File: config.mk
export PLATFORM = sky130hd
export DESIGN_NAME = mmio_gpio_responder
export DESIGN_NICKNAME = d
export VERILOG_FILES = /design/src/rtl/mmio_gpio_responder.sv
export SDC_FILE = /design/constraint.sdc
export NUM_CORES = 1
export LEC_CHECK = 0
export CORE_ASPECT_RATIO = 1.1
export CORE_MARGIN = 3
export CORE_UTILIZATION = 50
export CTS_CLUSTER_DIAMETER = 80
export DETAILED_ROUTE_END_ITERATION = 8
export HOLD_SLACK_MARGIN = 0.08
export PLACE_DENSITY = 0.84
export REMOVE_ABC_BUFFERS = 1
export SLEW_MARGIN = 15
export SYNTH_ARGS = -nofsm -noshare
export SYNTH_HDL_FRONTEND = slang
export SYNTH_SLANG_ARGS = --single-unit
export TNS_END_PERCENT = 10
File: constraint.sdc
create_clock -name clk -period 2.55 [get_ports clk]
set_input_delay 0.51 -clock clk [delete_from_list [all_inputs] [get_ports clk]]
set_output_delay 0.51 -clock clk [all_outputs]
set_load 0.005 [all_outputs]
File: src/rtl/mmio_gpio_responder.sv
// mmio_gpio_responder
//   Memory-mapped GPIO responder for the multi-cycle MIPS data port.
//   Owns the 8-bit output register driving the pins. Synchronises and
//   debounces the 8 input pins. Latches debounced rising edges in sticky,
//   write-1-to-clear flags that software polls.
//
//   Register window (16 bytes at BASE_ADDR, offset = Addr[3:2]):
//     0 OUT  RW  [7:0]
//     1 IN   RO  [7:0] debounced inputs
//     2 EDGE W1C [7:0] sticky rising-edge flags
//     3 THR  RW  [CNT_WIDTH-1:0] debounce threshold (CNT_WIDTH <= 32)
//
// Ports:
//   clk        system clock, rising edge
//   reset      synchronous, active-high
//   Req        one-cycle access request
//   Mem_Write  1 = store, 0 = load (sampled with Req)
//   Addr       byte address (sampled with Req)
//   Wr_Data    store data (sampled with Req)
//   Ack        response pulse, one cycle after each Req
//   Rd_Data    load data while Ack=1, otherwise 0
//   GPIO_i     asynchronous input pins
//   GPIO_o     output pins (OUT register)
module mmio_gpio_responder #(
  parameter logic [31:0] BASE_ADDR = 32'h1001_0000,
  parameter int unsigned CNT_WIDTH = 16,
  parameter int unsigned DEB_RESET = 4
) (
  input  logic        clk,
  input  logic        reset,
  input  logic        Req,
  input  logic        Mem_Write,
  input  logic [31:0] Addr,
  input  logic [31:0] Wr_Data,
  output logic        Ack,
  output logic [31:0] Rd_Data,
  input  logic [7:0]  GPIO_i,
  output logic [7:0]  GPIO_o
);

  typedef enum logic [1:0] {
    REG_OUT  = 2'd0,
    REG_IN   = 2'd1,
    REG_EDGE = 2'd2,
    REG_THR  = 2'd3
  } reg_sel_t;

  reg_sel_t             sel;
  logic                 hit;
  logic                 rd_en;
  logic                 wr_en;
  logic [31:0]          rd_val;

  logic [7:0]           out_q;
  logic [7:0]           s1_q;
  logic [7:0]           s2_q;
  logic [7:0]           in_q;
  logic [7:0]           in_next;
  logic [7:0]           edge_q;
  logic [7:0]           edge_next;
  logic [7:0]           edge_clr;
  logic [CNT_WIDTH-1:0] thr_q;
  logic [CNT_WIDTH-1:0] cnt_q    [8];
  logic [CNT_WIDTH-1:0] cnt_next [8];

  logic                 ack_q;
  logic [31:0]          rd_q;

  // Address low bits and upper store-data bits have no function.
  logic                 unused_bits;
  assign unused_bits = ^{Addr[1:0], Wr_Data};

  assign sel   = reg_sel_t'(Addr[3:2]);
  assign hit   = (Addr[31:4] == BASE_ADDR[31:4]);
  assign rd_en = Req && hit && !Mem_Write;
  assign wr_en = Req && hit && Mem_Write;

  // Read mux uses the pre-edge register values.
  always_comb begin
    rd_val = '0;
    unique case (sel)
      REG_OUT:  rd_val = {24'h0, out_q};
      REG_IN:   rd_val = {24'h0, in_q};
      REG_EDGE: rd_val = {24'h0, edge_q};
      REG_THR:  rd_val = 32'(thr_q);
    endcase
  end

  // Per-bit debounce: a mismatch between the synchronised input and IN must
  // persist for THR+1 edges before IN follows. The counter saturates so a
  // threshold lowered below a running count cannot make it wrap and fire.
  always_comb begin
    in_next = in_q;
    for (int unsigned i = 0; i < 8; i++) begin
      cnt_next[i] = cnt_q[i];
      if (s2_q[i] == in_q[i]) begin
        cnt_next[i] = '0;
      end else if (cnt_q[i] == thr_q) begin
        in_next[i]  = s2_q[i];
        cnt_next[i] = '0;
      end else if (cnt_q[i] != '1) begin
        cnt_next[i] = cnt_q[i] + CNT_WIDTH'(1);
      end
    end
  end

  // A new rising edge wins over a W1C clear of the same bit on the same edge.
  always_comb begin
    edge_clr  = (wr_en && sel == REG_EDGE) ? Wr_Data[7:0] : '0;
    edge_next = (edge_q & ~edge_clr) | (in_next & ~in_q);
  end

  always_ff @(posedge clk) begin
    if (reset) begin
      out_q  <= '0;
      s1_q   <= '0;
      s2_q   <= '0;
      in_q   <= '0;
      edge_q <= '0;
      thr_q  <= CNT_WIDTH'(DEB_RESET);
      cnt_q  <= '{default: '0};
      ack_q  <= 1'b0;
      rd_q   <= '0;
    end else begin
      s1_q   <= GPIO_i;
      s2_q   <= s1_q;
      in_q   <= in_next;
      cnt_q  <= cnt_next;
      edge_q <= edge_next;
      ack_q  <= Req;
      rd_q   <= rd_en ? rd_val : '0;
      if (wr_en) begin
        if (sel == REG_OUT) out_q <= Wr_Data[7:0];
        if (sel == REG_THR) thr_q <= Wr_Data[CNT_WIDTH-1:0];
      end
    end
  end

  assign Ack     = ack_q;
  assign Rd_Data = rd_q;
  assign GPIO_o  = out_q;

endmodule

After elaboration in Yosys (flattened, before gate mapping)
Index checks and enable logic that the tools add are counted.
{"block": "totals", "regBits": 217, "inputBits": 76, "output_inout_bits": 41, "word_cells": 93}
{"block": "op_classes", "add_sub_neg": 8, "n_eq_ne": 28, "mux": 18, "n_bitwise": 6, "reduce_logical": 17}
{"op": "16-bit by 1-bit adder with 16-bit output (second input constant)", "n": 8}
{"op": "16-bit == test", "n": 8}
{"op": "16-bit != test (second input constant)", "n": 8}
{"op": "32-bit one-hot mux with 4 select lines", "n": 1}
{"op": "28-bit by 25-bit == test with 1-bit output (second input constant)", "n": 1}
{"op": "3-bit OR reduction", "n": 8}
{"op": "8-bit bitwise AND", "n": 2}
{"op": "1-bit two-way mux", "n": 16}
{"op": "8-bit NOT", "n": 2}
{"op": "1-bit == test", "n": 8}
{"op": "8-bit two-way mux", "n": 1}
{"op": "8-bit bitwise OR", "n": 1}
{"op": "2-bit == test (second input constant)", "n": 2}
{"op": "1-bit logical AND", "n": 4}
{"op": "2-bit AND reduction", "n": 2}
{"op": "2-bit by 1-bit == test with 1-bit output (second input constant)", "n": 1}
{"op": "2-bit logical NOT", "n": 1}
{"op": "2-bit OR reduction", "n": 1}
{"op": "1-bit logical NOT", "n": 1}
{"op": "1-bit NOT", "n": 1}

Logic depth before layout (Yosys ltp)
Gate-level depths: netlist (run 1).
{"block": "logic_depth", "depth_word": 8, "depth_mapped": 8, "depth_no_buf": 6}

Least setup slack after synthesis (run 1)
No wires, ideal clock.
{"block": "synth_timing", "path_kind": "in2reg", "from": "input Addr[13]", "to": "register thr_q[10]", "arrival_ps": 2002, "slack_ps": 421, "cell_stages": 6, "n_path_buf": 1, "cell_sequence": "nor4_1 -> nand4_1 -> nor4_4 -> buf_6 -> mux2i_1 -> nor2_1"}
{"block": "synth_between", "elab_chain_cells": 4}
{"element": "from (decl)", "line": "33", "rtl": "input logic [31:0] Addr,"}
{"element": "28-bit by 25-bit == test with 1-bit output", "line": "74", "rtl": "assign hit = (Addr[31:4] == BASE_ADDR[31:4]);"}
{"element": "1-bit logical AND (2 in series)", "line": "76", "rtl": "assign wr_en = Req && hit && Mem_Write;"}
{"element": "2-bit AND reduction (no line)"}
{"element": "to (signal assigned)", "line": "120", "rtl": "thr_q <= CNT_WIDTH'(DEB_RESET);"}
{"element": "to (signal assigned)", "line": "134", "rtl": "if (sel == REG_THR) thr_q <= Wr_Data[CNT_WIDTH-1:0];"}
{"element": "to (decl)", "line": "62", "rtl": "logic [CNT_WIDTH-1:0] thr_q;"}
No other way between the ends.
A chain may end at the register's enable or synchronous reset.

Final worst setup path (run 1)
{"block": "layout_timing", "from": "register thr_q[6]", "to": "register cnt_q[111] (netlist name)"}
{"block": "layout_between", "elab_chain_cells": 2}
{"element": "16-bit == test", "line": "98", "rtl": "end else if (cnt_q[i] == thr_q) begin"}
{"element": "3-bit OR reduction (no line)"}
{"element": "to (signal assigned)", "line": "128", "rtl": "cnt_q <= cnt_next;"}
{"element": "to (decl)", "line": "63", "rtl": "logic [CNT_WIDTH-1:0] cnt_q [8];"}
No other way between the ends.

==> results of run 1 <==
[cell type report]
| type | count | area, um2 | share of cell area |
|---|---|---|---|
| repair buffers | 136 | 1246 | 0.1009 |
| multi-input cells | 897 | 5976 | 0.4836 |
| clock buffers | 30 | 629.4 | 0.05094 |
| inverters | 22 | 82.58 | 0.006684 |
| well taps | 252 | 315.3 | 0.02552 |
| clock inverters | 6 | 82.58 | 0.006684 |
| flip-flops and latches | 201 | 4024 | 0.3257 |
[cells in the mapped netlist (2+ instances only)]
cell / n / share of area
dfxtp_1: 201 / 0.38
xor2_1: 22 / 0.018
or4b_2: 2 / 0.0019
nand3b_1: 2 / 0.0014
buf_6: 11 / 0.012
nor2_1: 176 / 0.063
a31o_2: 8 / 0.0067
and4_1: 10 / 0.0083
o21ai_0: 12 / 0.0057
nor4_1: 21 / 0.013
buf_1: 2 / 0.00071
nor3_1: 43 / 0.020
clkbuf_1: 28 / 0.010
nor3b_1: 13 / 0.0093
mux4_2: 8 / 0.017
inv_1: 22 / 0.0079
and3_1: 18 / 0.011
nor4b_1: 5 / 0.0042
a31oi_1: 10 / 0.0060
clkbuf_2: 2 / 0.00095
and2_1: 13 / 0.0077
buf_4: 19 / 0.014
nand4_1: 63 / 0.038
nand3_1: 53 / 0.025
a311oi_1: 11 / 0.0092
mux2i_1: 41 / 0.039
buf_2: 19 / 0.0091
nor4_4: 6 / 0.012
xnor2_1: 184 / 0.15
a211oi_1: 16 / 0.011
a21oi_1: 22 / 0.010
nor2b_1: 30 / 0.018
or3_1: 14 / 0.0083
or4_1: 2 / 0.0014
nand2_1: 54 / 0.019
ha_1: 8 / 0.0095
[cell families after synthesis]
family	Yosys count
simple gates	532
xor+xnor	206
flops	201
buf+inv	103
compound gates	86
mux	49
fa+ha+maj	8
other cells	1
[final timing paths]
path	from	end	cells past startpoint	slack, ps
max	thr_q[6]$_SDFFE_PP0P_	cnt_q[111]$_SDFFE_PP0P_	6	280
min	s1_q[6]$_SDFF_PP0_	s2_q[6]$_SDFF_PP0_	1	440
max reg2reg	thr_q[6]$_SDFFE_PP0P_	cnt_q[111]$_SDFFE_PP0P_	6	280
min reg2reg	s1_q[6]$_SDFF_PP0_	s2_q[6]$_SDFF_PP0_	1	440
[critical path, stage by stage (launching register included)]
cell,delay (ps)
dfxtp_1,830
xnor2_1,230
nand4_1,160
nor4_1,450
or3_1,180
buf_4,210
nor3b_1,80
[power by group]
group | internal [mW] | leakage [nW] | total (mW) | switching (mW)
combinational | 0.124 | 1.94 | 0.227 | 0.103
clock | 1.91 | 0.352 | 3.13 | 1.22
sequential | 3.16 | 1.62 | 3.17 | 0.0134
[routing by layer]
layer  vias up  track usage  routed length (um)
met5         -            0                   0
met4         0       0.1066                1093
met3        81      0.03746                1895
met2       318       0.3792               12310
met1      4188       0.2854               10960
li1       4278            -                   -
[sequential cells by signal, indices dropped and copies added (netlist names), 8 cells and up]
name / cells
s1_q: 8
GPIO_o: 8
Rd_Data: 16
s2_q: 8
edge_q: 8
thr_q: 16
cnt_q: 128
in_q: 8
==> reports/results.ini, run 1 <==
[sta]
tns_ps = 0
setup_violations = 0
post-route-period-util = 0.8883
fin_worst_skew_ps = 9.793
finalHoldViolCount = 0
worst_pin_slew_ps = 816.5
rsz0062_at_grt = no
slew_headroom = 0.4549
layout_setup_ws_ps = 284.8
finalCriticalPeriod_ps = 2265
max_freq_mhz = 441.5
drv_slew = 0
hold_slack_ps = 438.2

[synth]
syn_area_mm2 = 0.01050
synthCells = 1186
synth_top_family_by_area = simple AND/OR/NAND/NOR gates
synth-compound-area-share = 0.05479
synth_xor_xnor_area_share = 0.1718
synthAdderAreaFrac = 0.009529
ys.warnings.count = 0
async_flop_share = 0
yosysSeqAreaShare = 0.3831
synth_edf_count = 0
synthSimpleGateAreaFrac = 0.2703
ys.flop_type = dfxtp_1
synth_mux_area_frac = 0.05622
ys_types = 51
ys_ff_latch = 201
synth_area_per_cell_um2 = 8.857

[clock_tree]
cts_tree = done
cts.clk_slew.worst_paths_ps = 60
cts-buffers-inserted = 20
post_cts_buffers = 0
clockBufferDepth = 3
cts_hold_buf = 0
cts_resized = 0
ctsRootBufferMaster = clkbuf_16
clk_latency_ps = 500
clock-sinks = 201
htree_levels = 1

[floorplan]
die_h_um = 158.0
dieArea_mm2 = 0.02279
core_mm2 = 0.02020
boundaryPins = 117
core.rowCount = 54
initial_core_util = 0.5199
fp.dieW_um = 144.2

[layout]
final_common_cell = dfxtp_1
drive_gt1_frac = 0.09211
final_net_count = 1362
design_area_mm2 = 0.01236
n_antenna_cell = 0
final_util = 0.6116
stdcell_count = 1544
final_cell_mix = dfxtp_1, xnor2_1, nor2_1, clkdlybuf4s50_1, nand4_1
fillCellCount = 1593
syn_to_final_growth_pct = 17.63

[critical_path]
cp_data_required_time_ps = 2930
path_class = reg2reg
crit_path_start_kind = flop
critical_path.max_fanout = 16
arrival_ps = 2650
endpoint_kind = flop

[global_route]
grt.overflow.total = 0
grt_max_degree = 30
antenna_found_initial = 0
grt_pass1_vias = 8554
grt_pass1_wl_um = 42200
grt.total_usage = 0.2267

[place]
post-place-ws_ps = -23.89
place_hpwl_um = 18330
port_buffers = 82
place_area_mm2 = 0.01164
place_congestion = 0.8878
dp_cells = 1508

[job]
cap_violations = 0

[routing]
antenna_left = 0
finalWirelength_um = 26270
dr.pass1.iters = 5
first_iter_violations = 752
vias = 8865
wire_per_inst_um = 17.01
route.detailed.drc = 0
drt-vias-per-instance = 5.742

[pwr]
vdd_drop_max_mv = 0.3786
power_leakage_nw = 3.914
total_power_mw = 6.527
power.density_mw_per_mm2 = 528.2

[status]
outcome = finished, final reports clean

[worst_hold_path]
hold_path_class = reg2reg

Power figures use the tool's default switching activity.
==> inputs of run 2 (changes only) <==
--- a/config.mk
+++ b/config.mk
@@ -7,11 +7,13 @@
 export LEC_CHECK = 0
 export CORE_ASPECT_RATIO = 1.1
 export CORE_MARGIN = 3
-export CORE_UTILIZATION = 50
+export CORE_UTILIZATION = 30
+export CTS_BUF_LIST = sky130_fd_sc_hd__clkbuf_4 sky130_fd_sc_hd__clkbuf_8
 export CTS_CLUSTER_DIAMETER = 80
 export DETAILED_ROUTE_END_ITERATION = 8
+export GPL_ROUTABILITY_DRIVEN = 0
 export HOLD_SLACK_MARGIN = 0.08
-export PLACE_DENSITY = 0.84
+export PLACE_DENSITY = 0.6
 export REMOVE_ABC_BUFFERS = 1
 export SLEW_MARGIN = 15
 export SYNTH_ARGS = -nofsm -noshare
==> run 2 against run 1 <==
  * Flip-flop and latch count did not move
  * Utilization decreased by 24 points
  * Largest power group unchanged
  * Sequential share of layout area shrank 0.96 points
  * Setup slack improved by 140 ps
  * Final cell count increased by 14%
  * Clock-buffer cell count grew 22
  * Critical path type unchanged
==> reports/results.ini, run 2 (synthesis gave the netlist of run 1 again) <==
[global_route]
use_met1 = 0.1900  ; -0.09538
met2_usage = 0.2422  ; -0.1369
grtUsageMet3 = 0.02376  ; -0.01370
antenna_found_initial = 0  ; unchanged
grt.total_usage = 0.1458  ; -0.08087
gr-max-usage-layer = met2
grt.overflow.total = 0  ; unchanged
grt_max_degree = 29  ; -3.3%
grt_pass1_wl_um = 43970  ; +4.2%
grt_pass1_vias = 8350  ; -2.4%

[worst_hold_path]
hold_path_end = s2_q[6]$_SDFF_PP0_
hold_depth = 1  ; unchanged
hold_path_class = reg2reg
hp-start = s1_q[6]$_SDFF_PP0_

[clock_tree]
htree_levels = 2  ; +1
cts.clk_slew.worst_paths_ps = 60  ; about the same
cts-buffers-inserted = 34  ; +70%
clk_latency_ps = 530  ; +30 ps
cts_hold_buf = 0  ; unchanged
clockBufferDepth = 3  ; unchanged
clock-sinks = 201  ; unchanged
post_cts_buffers = 0  ; unchanged
cts_resized = 0  ; unchanged
cts_tree = done
ctsRootBufferMaster = clkbuf_8

[critical_path]
reg2reg_slack_ps = 430  ; +140 ps
path_class = reg2reg
r2r_start = thr_q[2]$_SDFFE_PP1P_
endpoint_kind = flop
arrival_ps = 2550  ; -100 ps
cp_data_required_time_ps = 2980  ; +50 ps
crit_path_start_kind = flop
critical_path.max_fanout = 16  ; unchanged
rr_endpoint = cnt_q[63]$_SDFFE_PP0P_
ff2ff_path_depth = 7  ; +1

[floorplan]
dieArea_mm2 = 0.03730  ; +64%
core.rowCount = 71  ; +31%
die_h_um = 202.3  ; +28%
boundaryPins = 117  ; unchanged
fp.dieW_um = 184.4  ; +28%
core_mm2 = 0.03438  ; +70%
initial_core_util = 0.3055  ; -0.2144

[place]
place_hpwl_um = 19350  ; +5.6%
dp_cells = 1706  ; +13%
place_area_mm2 = 0.01204  ; +3.4%
port_buffers = 82  ; unchanged

[sta]
drv_slew = 0  ; unchanged
rsz0062_at_grt = no
setup_violations = 0  ; unchanged
slew_headroom = 0.4725  ; +0.01753
max_freq_mhz = 470.8  ; +6.7%
finalHoldViolCount = 0  ; unchanged
post-route-period-util = 0.8329  ; -0.05540
fin_worst_skew_ps = 23.57  ; +13.78 ps
worst_pin_slew_ps = 790.2  ; -26.26 ps
tns_ps = 0  ; unchanged
finalCriticalPeriod_ps = 2124  ; -141.3 ps

[layout]
drive_gt1_frac = 0.1176  ; +0.02545
fillCellCount = 3454  ; +120%
stdcell_count = 1765  ; +14%
final_common_cell = dfxtp_1
largest_reg_flops = 128  ; unchanged
final_net_count = 1388  ; +1.9%
design_area_mm2 = 0.01273  ; +3.0%
n_antenna_cell = 0  ; unchanged
top_register = cnt_q
syn_to_final_growth_pct = 21.21
final_cell_mix = dfxtp_1, xnor2_1, nor2_1, clkdlybuf4s50_1, nand4_1

[job]
cap_violations = 0  ; unchanged

[routing]
drt-vias-per-instance = 4.925  ; -14%
finalWirelength_um = 27760  ; +5.7%
antenna_left = 0  ; unchanged
vias = 8692  ; -2.0%
wire_per_inst_um = 15.73  ; -7.5%
dr.pass1.iters = 6  ; +1
route.detailed.drc = 0  ; unchanged
first_iter_violations = 445  ; -41%

[pwr]
power.density_mw_per_mm2 = 501.7  ; -5.0%
vdd_drop_max_mv = 0.2893  ; -24%
total_power_mw = 6.388  ; -2.1%
power_leakage_nw = 4.031  ; +3.0%

[status]
outcome = finished, final reports clean

-- run 2: cell count changes in the layout (fill, tap and decap cells not counted), moves of 2 or more --
cell       before  now
buf_12          2    8
buf_4          52   58
clkbuf_1        2    0
clkbuf_16      21    0
clkbuf_4        0   14
clkbuf_8        7   38
clkinv_2        3    5
-- run 2: critical path: stages, from the launching register on --
cell and delay (ps):
dfxtp_1 830, xnor2_1 140, nand4_1 100, nor4_1 50
buf_4 140, or3_1 380, buf_12 170, a311oi_1 200
-- run 2: how the worst max path moves through the flow --
| stage | from | endpoint | slack, ps | depth (start not counted) |
|---|---|---|---|---|
| finish | thr_q[2]$_SDFFE_PP1P_ | cnt_q[63]$_SDFFE_PP0P_ | 430 | 7 |
| global route | thr_q[2]$_SDFFE_PP1P_ | cnt_q[63]$_SDFFE_PP0P_ | 310 | 7 |
| CTS | thr_q[2]$_SDFFE_PP1P_ | cnt_q[63]$_SDFFE_PP0P_ | 400 | 7 |
| detailed placement | Addr[17] | thr_q[2]$_SDFFE_PP1P_ | -50 | 7 |
| global placement | Addr[17] | thr_q[2]$_SDFFE_PP1P_ | -40 | 7 |
| floorplan | Addr[13] | thr_q[2]$_SDFFE_PP1P_ | 90 | 5 |
-- run 2: metrics by stage --
| step | setup slack [ps] | hold WS, ps | utilization |
|---|---|---|---|
| 2_1_floorplan | 90.09 | 413.8 | - |
| 3_3_place_gp | -41.48 | 424.6 | 0.3503 |
| 3_5_place_dp | -48.82 | 425.5 | 0.3503 |
| 4_1_cts | 401.1 | 436.5 | 0.3703 |
| 5_1_grt | 311.8 | 464.6 | 0.3703 |
| 6_report | 426.1 | 433.7 | 0.3703 |
-- run 2: power breakdown --
group / internal [mW] / total [mW] / switching (mW)
Combinational: 0.131 / 0.236 / 0.105
Sequential: 3.16 / 3.17 / 0.0128
Clock: 1.67 / 2.98 / 1.31
Total: 4.96 / 6.39 / 1.43
-- run 2: area by class of cell --
type / instances / area, um2 / area share
multi-input cells: 897 / 5976 / 0.4693
clock buffers: 52 / 628.1 / 0.04933
clock inverters: 7 / 62.56 / 0.004914
repair buffers: 148 / 1411 / 0.1108
inverters: 22 / 82.58 / 0.006486
well taps: 438 / 548.0 / 0.04304
flip-flops and latches: 201 / 4024 / 0.3160
-- run 2: metal layers --
layer  up-vias  routed length [um]  share of wire
met3        58                1588          0.057
li1       4328                   -              -
met4         0                 883          0.032
met2       231               12790           0.46
met5         -                   0              0
met1      4075               12510           0.45
